$ cat src/rtl/peripheral_dbg_soc_osd_uart_terminal_pkg.sv
// Shared types for the UART terminal bridge: the DII flit and the OSD event
// constants plus the FSM state encodings used by the terminal endpoint.
package dii_package;

    typedef struct packed {
        logic        valid;
        logic        last;
        logic [15:0] data;
    } dii_flit;

endpackage

package peripheral_dbg_soc_osd_uart_terminal_pkg;

    localparam logic [1:0]  TYPE_EVENT          = 2'b10;
    localparam logic [3:0]  TYPE_SUB_EVENT_LAST = 4'b0000;
    localparam logic [15:0] EVENT_FLAGS         = 16'h8000;

    typedef enum logic [2:0] {
        TX_IDLE,
        TX_DEST,
        TX_SRC,
        TX_FLAGS,
        TX_XFER
    } tx_state_t;

    typedef enum logic [2:0] {
        RX_DEST,
        RX_SRC,
        RX_FLAGS,
        RX_PAYLOAD,
        RX_DISCARD
    } rx_state_t;

endpackage

$ cat src/rtl/peripheral_dbg_soc_osd_uart_terminal_fifo.sv
// Byte-wide synchronous FIFO holding received characters until the host takes them.
module peripheral_dbg_soc_osd_uart_terminal_fifo #(
    parameter int DEPTH = 8
) (
    input  logic       clk,
    input  logic       rst,
    input  logic [7:0] din,
    input  logic       push,
    output logic       full,
    output logic [7:0] dout,
    input  logic       pop,
    output logic       empty
);

    localparam int AW = $clog2(DEPTH);

    logic [7:0]    mem [DEPTH];
    logic [AW-1:0] wr_ptr;
    logic [AW-1:0] rd_ptr;
    logic [AW:0]   count;
    logic          do_push;
    logic          do_pop;

    assign full    = (count == (AW+1)'(DEPTH));
    assign empty   = (count == '0);
    assign do_push = push & ~full;
    assign do_pop  = pop & ~empty;
    // Head entry is masked while empty so the output is defined straight out of reset.
    assign dout    = empty ? 8'h00 : mem[rd_ptr];

    always_ff @(posedge clk) begin
        if (rst) begin
            wr_ptr <= '0;
            rd_ptr <= '0;
            count  <= '0;
        end else begin
            if (do_push) wr_ptr <= wr_ptr + AW'(1);
            if (do_pop)  rd_ptr <= rd_ptr + AW'(1);
            count <= count + (AW+1)'(do_push) - (AW+1)'(do_pop);
        end
    end

    always_ff @(posedge clk) begin
        if (do_push) mem[wr_ptr] <= din;
    end

endmodule

$ cat src/rtl/peripheral_dbg_soc_osd_uart_terminal.sv
// DII endpoint bridging DEM-UART event packets to a host byte stream and
// packing host keystrokes into event packets for the paired DEM-UART.
module peripheral_dbg_soc_osd_uart_terminal
    import dii_package::*;
    import peripheral_dbg_soc_osd_uart_terminal_pkg::*;
#(
    parameter int RX_FIFO_DEPTH = 8
) (
    input  logic        clk,
    input  logic        rst,
    input  logic [15:0] id,
    input  logic [15:0] target_id,
    input  dii_flit     debug_in,
    output logic        debug_in_ready,
    output dii_flit     debug_out,
    input  logic        debug_out_ready,
    output logic [7:0]  rx_char,
    output logic        rx_valid,
    input  logic        rx_ready,
    input  logic [7:0]  tx_char,
    input  logic        tx_valid,
    output logic        tx_ready,
    output logic [7:0]  err_count
);

    function automatic logic [7:0] sat_inc(input logic [7:0] v);
        return (v == 8'hFF) ? v : v + 8'd1;
    endfunction

    tx_state_t  tx_state;
    tx_state_t  tx_next;
    logic [7:0] tx_char_q;

    always_ff @(posedge clk) begin
        if (rst) tx_state <= TX_IDLE;
        else     tx_state <= tx_next;
    end

    always_ff @(posedge clk) begin
        if (tx_state == TX_IDLE && tx_valid) tx_char_q <= tx_char;
    end

    // Flit contents depend on state only; debug_out_ready just advances the state.
    always_comb begin
        tx_next   = tx_state;
        debug_out = '0;
        tx_ready  = 1'b0;
        case (tx_state)
            TX_IDLE: begin
                tx_ready = 1'b1;
                if (tx_valid) tx_next = TX_DEST;
            end
            TX_DEST: begin
                debug_out.valid = 1'b1;
                debug_out.data  = target_id;
                if (debug_out_ready) tx_next = TX_SRC;
            end
            TX_SRC: begin
                debug_out.valid = 1'b1;
                debug_out.data  = id;
                if (debug_out_ready) tx_next = TX_FLAGS;
            end
            TX_FLAGS: begin
                debug_out.valid = 1'b1;
                debug_out.data  = EVENT_FLAGS;
                if (debug_out_ready) tx_next = TX_XFER;
            end
            TX_XFER: begin
                debug_out.valid = 1'b1;
                debug_out.last  = 1'b1;
                debug_out.data  = {8'h00, tx_char_q};
                if (debug_out_ready) tx_next = TX_IDLE;
            end
            default: tx_next = TX_IDLE;
        endcase
    end

    rx_state_t rx_state;
    rx_state_t rx_next;
    logic      hdr_bad;
    logic      hdr_bad_next;
    logic      hdr_mismatch;
    logic      bad_now;
    logic      in_fire;
    logic      err_inc;
    logic      fifo_push;
    logic      fifo_full;
    logic      fifo_empty;

    assign in_fire = debug_in.valid & debug_in_ready;

    always_comb begin
        hdr_mismatch = 1'b0;
        case (rx_state)
            RX_DEST:  hdr_mismatch = (debug_in.data != id);
            RX_SRC:   hdr_mismatch = (debug_in.data != target_id);
            RX_FLAGS: hdr_mismatch = (debug_in.data[15:10] != {TYPE_EVENT, TYPE_SUB_EVENT_LAST});
            default:  hdr_mismatch = 1'b0;
        endcase
    end

    // A header flit carrying last always makes the packet bad.
    assign bad_now = hdr_bad | hdr_mismatch | debug_in.last;

    always_comb begin
        rx_next        = rx_state;
        hdr_bad_next   = hdr_bad;
        err_inc        = 1'b0;
        debug_in_ready = 1'b1;
        fifo_push      = 1'b0;
        case (rx_state)
            RX_DEST, RX_SRC, RX_FLAGS: begin
                if (in_fire) begin
                    if (debug_in.last) begin
                        err_inc      = 1'b1;
                        hdr_bad_next = 1'b0;
                        rx_next      = RX_DEST;
                    end else if (rx_state == RX_FLAGS) begin
                        hdr_bad_next = 1'b0;
                        if (bad_now) begin
                            err_inc = 1'b1;
                            rx_next = RX_DISCARD;
                        end else begin
                            rx_next = RX_PAYLOAD;
                        end
                    end else begin
                        hdr_bad_next = bad_now;
                        rx_next      = (rx_state == RX_DEST) ? RX_SRC : RX_FLAGS;
                    end
                end
            end
            RX_PAYLOAD: begin
                debug_in_ready = ~fifo_full;
                fifo_push      = in_fire;
                if (in_fire && debug_in.last) rx_next = RX_DEST;
            end
            RX_DISCARD: begin
                if (in_fire && debug_in.last) rx_next = RX_DEST;
            end
            default: rx_next = RX_DEST;
        endcase
    end

    always_ff @(posedge clk) begin
        if (rst) begin
            rx_state  <= RX_DEST;
            hdr_bad   <= 1'b0;
            err_count <= 8'h00;
        end else begin
            rx_state <= rx_next;
            hdr_bad  <= hdr_bad_next;
            if (err_inc) err_count <= sat_inc(err_count);
        end
    end

    peripheral_dbg_soc_osd_uart_terminal_fifo #(
        .DEPTH(RX_FIFO_DEPTH)
    ) u_rx_fifo (
        .clk  (clk),
        .rst  (rst),
        .din  (debug_in.data[7:0]),
        .push (fifo_push),
        .full (fifo_full),
        .dout (rx_char),
        .pop  (rx_ready),
        .empty(fifo_empty)
    );

    assign rx_valid = ~fifo_empty;

endmodule

$ cat config.mk
export PLATFORM = sky130hd
export DESIGN_NAME = peripheral_dbg_soc_osd_uart_terminal
export DESIGN_NICKNAME = d
export VERILOG_FILES = /design/src/rtl/peripheral_dbg_soc_osd_uart_terminal_pkg.sv /design/src/rtl/peripheral_dbg_soc_osd_uart_terminal_fifo.sv /design/src/rtl/peripheral_dbg_soc_osd_uart_terminal.sv
export SDC_FILE = /design/constraint.sdc
export NUM_CORES = 1
export LEC_CHECK = 0
export CAP_MARGIN = 10
export CORE_MARGIN = 3
export CORE_UTILIZATION = 52
export DETAILED_ROUTE_END_ITERATION = 8
export GPL_TIMING_DRIVEN = 0
export PLACE_DENSITY = 0.9
export SLEW_MARGIN = 15
export SYNTH_ARGS = -nofsm -noshare
export SYNTH_HDL_FRONTEND = slang
export SYNTH_SLANG_ARGS = --single-unit
$ cat constraint.sdc
create_clock -name clk -period 3.4 [get_ports clk]
set_input_delay 0.68 -clock clk [delete_from_list [all_inputs] [get_ports clk]]
set_output_delay 0.68 -clock clk [all_outputs]
set_load 0.02 [all_outputs]
== After elaboration in Yosys (flattened, before gate mapping) ==
Memory sizes are Yosys's and may differ from the RTL's. A register that Yosys moved wholly into a read port is not among the register bits.
Index checks and enable logic that the tools add are counted.

* Bits in registers: 33
* Bits in writable memories: 64
* Output and inout bits: 37
* Word-level logic and storage cells: 86
* Memories kept: 1

* Add/subtract/negate cells: 5
* Equal/unequal tests: 20
* Muxes and demuxes: 32
* Bitwise logic cells: 8
* Reductions and logical operators: 12

{| class="wikitable"
|+ Memories
! name !! words !! width !! rd ports !! clocked after memory_dff !! write ports !! RTL line !! source
|-
| u_rx_fifo.mem || 8 || 8 || 1 || 1 || 1 || peripheral_dbg_soc_osd_uart_terminal_fifo.sv:17 || <nowiki>logic [7:0] mem [DEPTH];</nowiki>
|}

{| class="wikitable"
|+ Operators by type and width
! cell !! count
|-
| case mux 16 bit (4 select lines) || 1
|-
| 2-to-1 mux 3 bit || 12
|-
| inequality test 16 bit || 2
|-
| case mux 3 bit (5 select lines) || 1
|-
| 2-to-1 mux 1 bit || 14
|-
| == test 3 x 2 -> 1 bit, second input constant || 4
|-
| inequality test 2 bit, second input constant || 6
|-
| adder 8 x 1 -> 8 bit, second input constant || 1
|-
| == test 8 bit, second input constant || 1
|-
| 2-to-1 mux 8 bit || 1
|-
| adder 3 x 1 -> 3 bit, second input constant || 2
|-
| == test 3 x 1 -> 1 bit, second input constant || 2
|-
| == test 3 bit, second input constant || 2
|-
| zero test 3 bit || 2
|-
| inequality test 6 bit, second input constant || 1
|-
| case mux 3 bit (2 select lines) || 1
|-
| AND reduction 2 bit || 3
|-
| AND reduction 5 bit || 1
|-
| adder 4 x 1 -> 4 bit || 1
|-
| == test 4 bit, second input constant || 1
|-
| zero test 4 bit || 1
|-
| OR reduction 4 bit || 1
|-
| subtractor 4 x 1 -> 4 bit || 1
|-
| AND 1 bit || 3
|-
| 8 further kinds || 12
|}

== Depth between registers and ports, before layout ==
Gate-level depths: netlist (run 1).

* Depth in word-level cells: 10
* Depth in mapped cells: 14
* Mapped depth without buffers: 12

== By module ==
From an unflattened synthesis (run 1), not the netlist that was laid out.

* Cell total of the unflattened synthesis: 435
* Area total of the unflattened synthesis: 5026.1 µm²

{| class="wikitable"
|+ Modules (own cells, without submodules)
! module !! times used !! cells an instance !! area each (µm²)
|-
| peripheral_dbg_soc_osd_uart_terminal_fifo || 1 || 213 || 3184.3
|-
| peripheral_dbg_soc_osd_uart_terminal || 1 || 222 || 1841.8
|}

== Least setup slack after synthesis (run 1) ==
No wires, ideal clock.

* Path kind: register to register
* Start point: register u_rx_fifo.count[2]
* End point: register u_rx_fifo.count[2]
* Data arrival time: 2.479 ns
* Path slack: 0.793 ns
* Stages on the path, launching flop included: 15
* Buffers on the path: 2
* Path through: dfxtp_1 -> inv_1 -> ha_1 -> and3_1 -> clkbuf_1 -> inv_1 -> and2_1 -> clkbuf_1 -> ha_1 -> inv_1 -> ha_1 -> inv_1 -> fa_1 -> xor2_1 -> nor2_1

{| class="wikitable"
|+ RTL lines
! element !! RTL line !! source
|-
| start, declared || peripheral_dbg_soc_osd_uart_terminal_fifo.sv:20 || <nowiki>logic [AW:0] count;</nowiki>
|-
| start signal, assigned || peripheral_dbg_soc_osd_uart_terminal_fifo.sv:39 || <nowiki>count <= count + (AW+1)'(do_push) - (AW+1)'(do_pop);</nowiki>
|-
| zero test 4 bit || peripheral_dbg_soc_osd_uart_terminal_fifo.sv:25 || <nowiki>assign empty = (count == '0);</nowiki>
|-
| NOT 1 bit || - ||
|-
| net rx_valid || peripheral_dbg_soc_osd_uart_terminal.sv:18 || <nowiki>output logic rx_valid,</nowiki>
|-
| AND 1 bit || peripheral_dbg_soc_osd_uart_terminal_fifo.sv:27 || <nowiki>assign do_pop = pop & ~empty;</nowiki>
|-
| net u_rx_fifo.do_pop || peripheral_dbg_soc_osd_uart_terminal_fifo.sv:22 || <nowiki>logic do_pop;</nowiki>
|-
| subtractor 4 x 1 -> 4 bit || peripheral_dbg_soc_osd_uart_terminal_fifo.sv:39 ||
|}

The timed path passes the listed nets, and every way through them passes these cells.
A chain may end at the register's enable or synchronous reset.

==> impl_results.md, run 1 <==
* Initial standard-cell utilization of the core at 0.548
* Routed wire length per instance at 18.7 µm
* Commonest cells after routing, fill and taps aside: 98 x clkdlybuf4s50_1, 72 x edfxtp_1, 40 x nor2_1
* Post-synth top flop: edfxtp_1
* Proportion of total power due to net switching at 0.323
* Vert. Die Dim at 103 µm
* Fmax achieved at 309 MHz
* Port Buffer Count at 98
* Type of the worst setup path: flop to output pin
* Peak supply drop at 0.000254 V
* Area of the core at 8890 µm²
* Worst-Skew Late Latency at 380 ps
* Crit path max-delay family: buffers and inverters
* Final hold violation count at 0
* Proportion of power drawn by combinational gates at 0.341
* Global-route usage over all layers at 0.234
* Number of clock buffers inserted by TritonCTS at 9
* Weighted congestion reported at the end of routability-driven placement at 0.862
* Transition at the pin with the smallest max-transition slack at 856 ps
* Count of H-tree levels built during CTS at 3
* Area grow syn2layout at 27.5%
* Min-delay worst type: flop to flop
* Share of async-settable or async-resettable flops after synthesis at 0
* Crit path cell chain: buf_1 -> clkbuf_2 -> mux4_2 -> mux2i_1 -> nor2_1 -> clkdlybuf4s50_1
* Post-Syn Area at 4870 µm²
* Final Max Tran Viols at 0
* Proportion of layout cells with a drive suffix above 1 at 0.0981
* Area of the die at 10600 µm²
* Initial antenna violation count at 0
* DRT Wirelength at 11.8 mm
* CP max stage delay at 550 ps
* Setup Buffers After CTS at 0
* Boundary Pins at 100
* Critical Path End Type: output pin
* Final standard cell count with taps included and fillers excluded at 628
* Sequential cell area at 2720 µm²
* Cell Int Power at 2.21 mW
* Static Leak at 2.14 nW
* Iteration count of the initial detailed-routing pass at 5
* Part of the power in registers at 0.435
* Sink Count at 100
* Startpoint class of the critical path: flop
* Number of enable-type register cells in the synthesized netlist at 72
* Synthesized netlist cell count at 408
* Syn. warnings at 0
* Net total in the final layout at 588
* # setup viols final at 0
* Wire length of the first global-routing pass at 18.6 mm
* Clock Tree Root: clkbuf_8
* Number of buffers on the longest clock path at 2
* Minimum clock period after layout at 3240 ps
* Portion of the post-synthesis area used by sequential elements at 0.559
* Portion of total power attributed to the clock network at 0.225
* Overall overflow remaining after global route at 0
* Remaining number of nets flagged by the antenna check after routing at 0
* Number of standard-cell rows in the floorplan at 34
* Post-synthesis cell type count at 50
* Final total power at 3.26 mW
* Final worst setup slack at 163 ps
* Arrival time at the worst endpoint at 2560 ps
* Clock-pin transition on the worst setup and hold timing paths at 100 ps
* Total via count after detailed routing at 3719
* Net switching component of the power at 1.05 mW
* Inserted Diodes at 0
* Die outline width at 103 µm
* Number of global-route vias before repair at 3782
* Outcome: finished clean
* Dpl hpwl at 8.95 mm
* Post-Syn Nets at 481
* Count of state elements after synthesis at 100
* Number of design rule violations left after detail routing at 0
* Post-placement worst setup slack at -274 ps
* Pin count of the biggest net entering global routing at 20
* Post-Synthesis Mean Instance Area at 11.9 µm²
* Final cycle utilization of the critical path at 0.952
* Number of DRC violations after detailed-routing iteration 0 at 219
* CTS tree: built
* Fillcell total at 617
* Data required time at the worst endpoint at 2720 ps
* Worst Skew at 16.5 ps
* Power Dens Cells at 525 nW/µm²
* Footprint of the multi-input gates at 1980 µm²
* # Max-Cap Violations at 0
* Number of cells in the design after placement at 614
* Crit path buf inv count at 3
* Setup repair after global routing missed its margin: no
* Per-cell via count in the routed design at 5.92
* Normalized max-slew margin at 0.425
* Standard cell with the maximum stage delay on the critical path: clkdlybuf4s50_1
* Most common cell after layout, fill and taps aside: clkdlybuf4s50_1
* CP max FO at 10
-- tightest hold or removal path: stages (launching register included) --
cell and delay (ps):
dfxtp_1 340, inv_1 50, a21oi_1 50
-- cell usage after synthesis (2+ instances only) --
| master | instances | area [µm²] |
|---|---|---|
| a2111oi_0 | 3 | 26.3 |
| a211oi_1 | 2 | 15.0 |
| a21o_1 | 2 | 15.0 |
| a21oi_1 | 7 | 35.0 |
| a222oi_1 | 2 | 20.0 |
| a22oi_1 | 15 | 113 |
| and2_1 | 4 | 25.0 |
| and3_1 | 3 | 18.8 |
| buf_1 | 5 | 18.8 |
| buf_2 | 2 | 10.0 |
| clkbuf_1 | 18 | 67.6 |
| dfxtp_1 | 28 | 561 |
| edfxtp_1 | 72 | 2160 |
| ha_1 | 9 | 113 |
| inv_1 | 28 | 105 |
| mux2_2 | 2 | 22.5 |
| mux2i_1 | 16 | 160 |
| mux4_2 | 16 | 360 |
| nand2_1 | 22 | 82.6 |
| nand2b_1 | 9 | 56.3 |
| nand3_1 | 5 | 25.0 |
| nand4_1 | 5 | 31.3 |
| nand4bb_1 | 2 | 22.5 |
| nor2_1 | 40 | 150 |
| nor2b_1 | 8 | 50.1 |
| nor3_1 | 10 | 50.1 |
| nor3b_1 | 5 | 37.5 |
| o211ai_1 | 2 | 15.0 |
| o21ai_0 | 14 | 70.1 |
| o221ai_1 | 2 | 17.5 |
| o22ai_1 | 6 | 37.5 |
| or2_2 | 3 | 18.8 |
| or3_1 | 4 | 25.0 |
| xnor2_1 | 9 | 78.8 |
| xor2_1 | 13 | 114 |
-- per-layer routing --
layer | routed length (µm) | global-route usage
met4 | 336 | 0.112
met5 | 0 | 0
met2 | 5760 | 0.389
met3 | 907 | 0.0406
met1 | 4770 | 0.300
-- power by group through the flow --
stage               sequential [mW]  clock [mW]  combinational (mW)
global route                   1.43       0.796                1.21
floorplan                      1.41           0               0.708
global placement               1.42           0                1.11
detailed placement             1.42           0                1.14
finish                         1.42       0.733                1.11
CTS                            1.42       0.743                1.12
-- stage by stage --
step                 util  hold slack [ps]  setup TNS (ps)  cell area, µm²
floorplan               -              431               0            4870
global placement    0.673              443           -6270            5990
detailed placement  0.674              454           -6270            6000
CTS                 0.696              470               0            6190
global route        0.698              498               0            6210
finish              0.698              474               0            6210
-- kinds of logic (layout without fill, tap and decap cells) --
family | Yosys count | after routing | synth area share
buffers and inverters | 53 | 165 | 0.0414
multiplexers | 34 | 34 | 0.112
AND/OR/NAND/NOR | 126 | 126 | 0.132
XOR/XNOR | 22 | 22 | 0.0396
adder cells (fa/ha/maj) | 10 | 10 | 0.0272
AO/OA/AOI/OAI | 63 | 63 | 0.0889
flip-flops | 100 | 100 | 0.559
-- state kept, by name, summed over array words and instances, names as in the netlist, named ones only --
| signal | cells |
|---|---|
| tx_state | 3 |
| err_count | 8 |
| tx_char_q | 8 |
| rx_state | 3 |
| u_rx_fifo.rd_ptr | 3 |
| u_rx_fifo.mem | 64 |
| u_rx_fifo.wr_ptr | 3 |
| hdr_bad | 1 |
| u_rx_fifo.count | 4 |
-- repair_timing --
action,4_1_cts,5_1_grt
hold buffers,0,0
resized for setup,3,5
setup endpoints to repair,16,14
-- area by class of cell --
type | instances | area share
tap | 108 | 0.0218
inverter | 28 | 0.0169
multi-input combinational | 255 | 0.318
buffer | 23 | 0.0155
clock buffer | 9 | 0.0200
timing repair buffer | 98 | 0.158
sequential | 100 | 0.439
clock inverter | 7 | 0.0109
-- worst paths after layout --
kind	slack, ps	cells after the start	end	start
worst max register to register	540	5	u_rx_fifo.mem[5][0]	rx_state[1]
worst min-delay path	470	2	hdr_bad	hdr_bad
worst max-delay path	160	6	rx_char[5]	flop
worst min register to register	470	2	hdr_bad	hdr_bad
(Power assumes the default switching activity.)
==> inputs of run 2 (changes only) <==
Settings changed: RECOVER_POWER set to 100.
Clock period 3.4 ns to 3.2 ns, I/O delays scaled along.
==> impl_results.md, run 2 (same netlist as run 1, synthesis figures left out) <==
* # Max-Cap Violations at 0 (unchanged)
* Final cycle utilization of the critical path at 0.951
* Weighted congestion reported at the end of routability-driven placement at 0.862 (unchanged)
* Power Dens Cells at 556 nW/µm² (was 525 nW/µm²)
* Footprint of the multi-input gates at 1980 µm² (unchanged)
* Clock Tree Root: clkbuf_8 (unchanged)
* Dpl hpwl at 8.95 mm (unchanged)
* Initial antenna violation count at 0 (unchanged)
* Boundary Pins at 100 (unchanged)
* Iteration count of the initial detailed-routing pass at 5 (unchanged)
* Fillcell total at 616 (was 617)
* Proportion of layout cells with a drive suffix above 1 at 0.104 (was 0.0981)
* Commonest cells after routing, fill and taps aside: 72 x edfxtp_1, 53 x clkdlybuf4s50_1, 44 x dlygate4sd3_1 (was 98 x clkdlybuf4s50_1, 72 x edfxtp_1, 40 x nor2_1)
* Crit path cell chain: clkbuf_2 -> mux4_2 -> mux2i_1 -> nor2_1 -> clkdlybuf4s50_1 (was buf_1 -> clkbuf_2 -> mux4_2 -> mux2i_1 -> nor2_1 -> clkdlybuf4s50_1)
* Area of the core at 8890 µm² (unchanged)
* Register-to-register setup slack at 340 ps (was 540 ps)
* Number of cells in the design after placement at 614 (unchanged)
* Number of DRC violations after detailed-routing iteration 0 at 215 (was 219)
* Most flops, register: u_rx_fifo.mem (unchanged)
* Post-placement worst setup slack at -434 ps (was -274 ps)
* Minimum hold slack at 473 ps (was 474 ps)
* R2R cell count at 14 (was 5)
* Final Max Tran Viols at 0 (unchanged)
* Minimum clock period after layout at 3040 ps
* Crit path buf inv count at 2 (was 3)
* Final worst setup slack at 156 ps (was 163 ps)
* Transition at the pin with the smallest max-transition slack at 835 ps (was 856 ps)
* Hold EP: hdr_bad (unchanged)
* Peak supply drop at 0.000270 V (was 0.000254 V)
* Startpoint class of the critical path: flop (unchanged)
* Sink Count at 100 (unchanged)
* Critical register-to-register path startpoint: u_rx_fifo.count[2] (was rx_state[1])
* Final total power at 3.45 mW (was 3.26 mW)
* Total via count after detailed routing at 3727 (was 3719)
* Number of global-route vias before repair at 3785 (was 3782)
* Clock-pin transition on the worst setup and hold timing paths at 100 ps (about the same)
* CP max stage delay at 550 ps (about the same)
* Per-cell via count in the routed design at 5.94 (was 5.92)
* End of the worst register-to-register path: u_rx_fifo.count[2] (was u_rx_fifo.mem[5][0])
* Area of the die at 10600 µm² (unchanged)
* Data required time at the worst endpoint at 2560 ps (was 2720 ps)
* CP max FO at 10 (unchanged)
* Static Leak at 2.21 nW (was 2.14 nW)
* Initial standard-cell utilization of the core at 0.548 (unchanged)
* Remaining number of nets flagged by the antenna check after routing at 0 (unchanged)
* Vert. Die Dim at 103 µm (unchanged)
* Min-delay worst type: flop to flop (unchanged)
* Net total in the final layout at 587 (was 588)
* Port Buffer Count at 98 (unchanged)
* Die outline width at 103 µm (unchanged)
* CTS tree: built (unchanged)
* Overall overflow remaining after global route at 0 (unchanged)
* Fmax achieved at 328 MHz
* Final standard cell count with taps included and fillers excluded at 627 (was 628)
* Largest registers: u_rx_fifo.mem (64), err_count (8), tx_char_q (8) (unchanged)
* Routed wire length per instance at 18.7 µm (about the same)
* Final hold violation count at 0 (unchanged)
* DRT Wirelength at 11.7 mm (was 11.8 mm)
* Arrival time at the worst endpoint at 2400 ps (was 2560 ps)
* Crit path max-delay family: buffers and inverters (unchanged)
* Outcome: finished clean (unchanged)
* Number of standard-cell rows in the floorplan at 34 (unchanged)
* Hold Crit Start: hdr_bad (unchanged)
* Standard cell with the maximum stage delay on the critical path: dfxtp_1 (was clkdlybuf4s50_1)
* Area grow syn2layout at 27.5% (about the same)
* Portion of total power attributed to the clock network at 0.226 (was 0.225)
* Wire length of the first global-routing pass at 18.6 mm (about the same)
* Number of design rule violations left after detail routing at 0 (unchanged)
* Most common cell after layout, fill and taps aside: edfxtp_1 (was clkdlybuf4s50_1)
* Setup Buffers After CTS at 0 (unchanged)
* Worst Skew at 16.1 ps (was 16.5 ps)
* Global-route usage over all layers at 0.235 (was 0.234)
* Count of H-tree levels built during CTS at 3 (unchanged)
* Flip-flop count of the largest register, all copies and words added at 64 (unchanged)
* Net switching component of the power at 1.12 mW (was 1.05 mW)
* # setup viols final at 0 (unchanged)
* Cell Int Power at 2.33 mW (was 2.21 mW)
* Proportion of total power due to net switching at 0.324 (was 0.323)
* Critical Path End Type: output pin (unchanged)
* Worst Hold Path Cells at 2 (unchanged)
* Part of the power in registers at 0.439 (was 0.435)
* Inserted Diodes at 0 (unchanged)
* Setup repair after global routing missed its margin: no (unchanged)
* Number of buffers on the longest clock path at 2 (unchanged)
* Sequential cell area at 2730 µm² (was 2720 µm²)
* Pin count of the biggest net entering global routing at 20 (unchanged)
* Normalized max-slew margin at 0.439 (was 0.425)
* Proportion of power drawn by combinational gates at 0.335 (was 0.341)
* Number of clock buffers inserted by TritonCTS at 9 (unchanged)
* Worst-Skew Late Latency at 380 ps (about the same)
* Type of the worst setup path: flop to output pin (unchanged)
run 2: worst reg2reg max path, cell delays in order, from the launching register on:
cell	delay (ps)
dfxtp_1	310
inv_1	110
ha_1	150
and3_1	140
clkbuf_1	380
inv_1	90
and2_0	170
clkbuf_1	150
ha_1	310
inv_1	50
ha_1	180
inv_1	70
fa_1	410
xor2_1	160
nor2_1	50
run 2: worst max-delay path by stage:
stage | end | slack, ps | depth (start not counted)
final | rx_char[5] | 160 | 5
after global routing | rx_char[5] | 8 | 5
after CTS | debug_out[0] | 30 | 7
after detailed placement | u_rx_fifo.mem[2][6] | -430 | 5
after global placement | u_rx_fifo.mem[5][3] | -410 | 5
after floorplan | u_rx_fifo.count[2] | 590 | 14
run 2: what timing repair did:
item / 4_1_cts / 5_1_grt
hold buffers: 0 / 0
gates resized for setup: 6 / 9
endpoints found under the setup margin: 24 / 20
run 2: metrics by stage:
step                       util  TNS [ps]  cell area, µm²
after global routing      0.699         0            6210
after global placement    0.673    -13890            5990
final                     0.699         0            6210
after floorplan               -         0            4870
after detailed placement  0.674    -13700            6000
after CTS                 0.696         0            6190
run 2: power by group through the flow:
| stage | sequential (mW) | combinational, mW | clock (mW) |
|---|---|---|---|
| CTS | 1.52 | 1.18 | 0.789 |
| detailed placement | 1.51 | 1.21 | 0 |
| floorplan | 1.50 | 0.752 | 0 |
| global route | 1.53 | 1.26 | 0.846 |
| global placement | 1.50 | 1.18 | 0 |
| finish | 1.52 | 1.16 | 0.781 |
run 2: metal layers:
layer	up-vias	routed length (µm)	global-route usage
met4	0	349	0.115
met5	-	0	0
met3	34	905	0.0406
li1	1716	-	-
met2	207	5650	0.388
met1	1770	4830	0.301
run 2: layout make-up:
class | count | area share
clock inverters | 7 | 0.0109
inverters | 28 | 0.0169
repair buffers | 98 | 0.158
clock buffers | 9 | 0.0199
plain buffers | 22 | 0.0159
flip-flops and latches | 100 | 0.439
multi-input cells | 255 | 0.318
well taps | 108 | 0.0218
==> inputs of run 3 (changes only) <==
Settings changed: CELL_PAD_IN_SITES_DETAIL_PLACEMENT set to 0, CELL_PAD_IN_SITES_GLOBAL_PLACEMENT set to 1, CORE_UTILIZATION 52 to 41, HOLD_SLACK_MARGIN set to 0.1, PLACE_DENSITY 0.9 to 0.89.
==> impl_results.md, run 3 (same netlist as run 1, synthesis figures left out) <==
* Outcome: finished clean (unchanged)
* Number of standard-cell rows in the floorplan at 39 (was 34)
* Type of the worst setup path: flop to output pin (unchanged)
* Number of DRC violations after detailed-routing iteration 0 at 262 (was 215)
* Setup repair after global routing missed its margin: no (unchanged)
* Count of H-tree levels built during CTS at 3 (unchanged)
* Data required time at the worst endpoint at 2560 ps (about the same)
* Minimum clock period after layout at 3030 ps (was 3040 ps)
* Weighted congestion reported at the end of routability-driven placement at 0.875 (was 0.862)
* Power Dens Cells at 586 nW/µm² (was 556 nW/µm²)
* Initial antenna violation count at 0 (unchanged)
* Most flops, register: u_rx_fifo.mem (unchanged)
* Post-route standard cell area excluding fillers at 6350 µm² (was 6210 µm²)
* Die outline width at 115 µm (was 103 µm)
* CTS tree: built (unchanged)
* Fillcell total at 968 (was 616)
* Net total in the final layout at 587 (unchanged)
* Largest registers: u_rx_fifo.mem (64), err_count (8), tx_char_q (8) (unchanged)
* Global-route usage over all layers at 0.182 (was 0.235)
* Final cycle utilization of the critical path at 0.946 (was 0.951)
* # Max-Cap Violations at 0 (unchanged)
* Worst-Skew Late Latency at 350 ps (was 380 ps)
* Transition at the pin with the smallest max-transition slack at 833 ps (was 835 ps)
* Routed wire length per instance at 17.8 µm (was 18.7 µm)
* Final hold violation count at 0 (unchanged)
* Final standard cell count with taps included and fillers excluded at 662 (was 627)
* Area grow syn2layout at 30.3% (was 27.5%)
* Area of the die at 13200 µm² (was 10600 µm²)
* Pin count of the biggest net entering global routing at 20 (unchanged)
* Inserted Diodes at 0 (unchanged)
* Number of buffers on the longest clock path at 2 (unchanged)
* Port Buffer Count at 98 (unchanged)
* Number of cells in the design after placement at 649 (was 614)
* Number of global-route vias before repair at 3544 (was 3785)
* Startpoint class of the critical path: flop (unchanged)
* Hold-fix buffer count after cts at 0 (unchanged)
* # setup viols final at 0 (unchanged)
* Peak supply drop at 0.000296 V (was 0.000270 V)
* Most common cell after layout, fill and taps aside: edfxtp_1 (unchanged)
* Overall overflow remaining after global route at 0 (unchanged)
* Area of the core at 11500 µm² (was 8890 µm²)
* Number of design rule violations left after detail routing at 0 (unchanged)
* Post-placement worst setup slack at -463 ps (was -434 ps)
* Setup Buffers After CTS at 0 (unchanged)
* Boundary Pins at 100 (unchanged)
* DRT Wirelength at 11.8 mm (was 11.7 mm)
* Total via count after detailed routing at 3552 (was 3727)
* Dpl hpwl at 8.90 mm (was 8.95 mm)
* Proportion of layout cells with a drive suffix above 1 at 0.100 (was 0.104)
* Commonest cells after routing, fill and taps aside: 72 x edfxtp_1, 52 x clkdlybuf4s50_1, 43 x dlygate4sd3_1 (was 72 x edfxtp_1, 53 x clkdlybuf4s50_1, 44 x dlygate4sd3_1)
* Post-Place Cell Area at 6040 µm² (was 6000 µm²)
* Clock-pin transition on the worst setup and hold timing paths at 70 ps (was 100 ps)
* Vert. Die Dim at 115 µm (was 103 µm)
* Initial standard-cell utilization of the core at 0.423 (was 0.548)
* Sum of negative setup slack at 0 ps (unchanged)
* Clock Tree Root: clkbuf_16 (was clkbuf_8)
* Per-cell via count in the routed design at 5.37 (was 5.94)
* Critical Path End Type: output pin (unchanged)
* Iteration count of the initial detailed-routing pass at 4 (was 5)
* Fmax achieved at 330 MHz (was 328 MHz)
* Number of clock buffers inserted by TritonCTS at 9 (unchanged)
* Min-delay worst type: flop to flop (unchanged)
* Static Leak at 2.25 nW (was 2.21 nW)
* Arrival time at the worst endpoint at 2390 ps (was 2400 ps)
* Worst Skew at 6.32 ps (was 16.1 ps)
* Final Max Tran Viols at 0 (unchanged)
* Wire length of the first global-routing pass at 18.3 mm (was 18.6 mm)
* Flip-flop count of the largest register, all copies and words added at 64 (unchanged)
* Sink Count at 100 (unchanged)
* Final worst setup slack at 173 ps (was 156 ps)
* Remaining number of nets flagged by the antenna check after routing at 0 (unchanged)
* Normalized max-slew margin at 0.441 (was 0.439)
* CP max FO at 10 (unchanged)
## run 3: path summary, 6_finish.rpt
kind | startpoint | to | slack, ps | cells after the start
max | flop | rx_char[0] | 170 | 5
min | hdr_bad | hdr_bad | 460 | 2
max reg2reg | rx_state[1] | u_rx_fifo.mem[6][0] | 390 | 5
min reg2reg | hdr_bad | hdr_bad | 460 | 2
## run 3: through the flow
stage	utilization	hold slack, ps	power, mW
floorplan	-	431	2.25
global placement	0.524	446	2.69
detailed placement	0.525	449	2.71
CTS	0.551	459	3.78
global route	0.551	480	3.92
finish	0.551	456	3.72
## run 3: where the power goes
group	total, mW	internal (mW)	switching, mW
Sequential	1.51	1.45	0.0656
Combinational	1.14	0.578	0.567
Clock	1.06	0.546	0.514
## run 3: area by class of cell
class / count / area [µm²] / share of cell area
clock inverter: 7 / 67.6 / 0.0106
clock buffer: 9 / 225 / 0.0355
timing repair buffer: 98 / 971 / 0.153
multi-input combinational: 255 / 1980 / 0.311
inverter: 28 / 105 / 0.0166
buffer: 22 / 97.6 / 0.0154
tap: 143 / 179 / 0.0282
sequential: 100 / 2730 / 0.429
## run 3: routing by layer
metal | track usage | wire [µm]
met5 | 0 | 0
met1 | 0.240 | 5230
met3 | 0.0495 | 758
met4 | 0.0634 | 247
met2 | 0.289 | 5570
## run 3: worst max-delay path: stages, from the launching register on
cell	delay (ps)
dfxtp_2	490
buf_6	230
mux4_2	570
mux2i_1	140
nor2_1	50
clkdlybuf4s50_1	550
## run 3: what timing repair did
item | 4_1_cts | 5_1_grt
gates cloned | 0 | 0
endpoints found under the setup margin | 32 | 23
resized for setup | 7 | 9
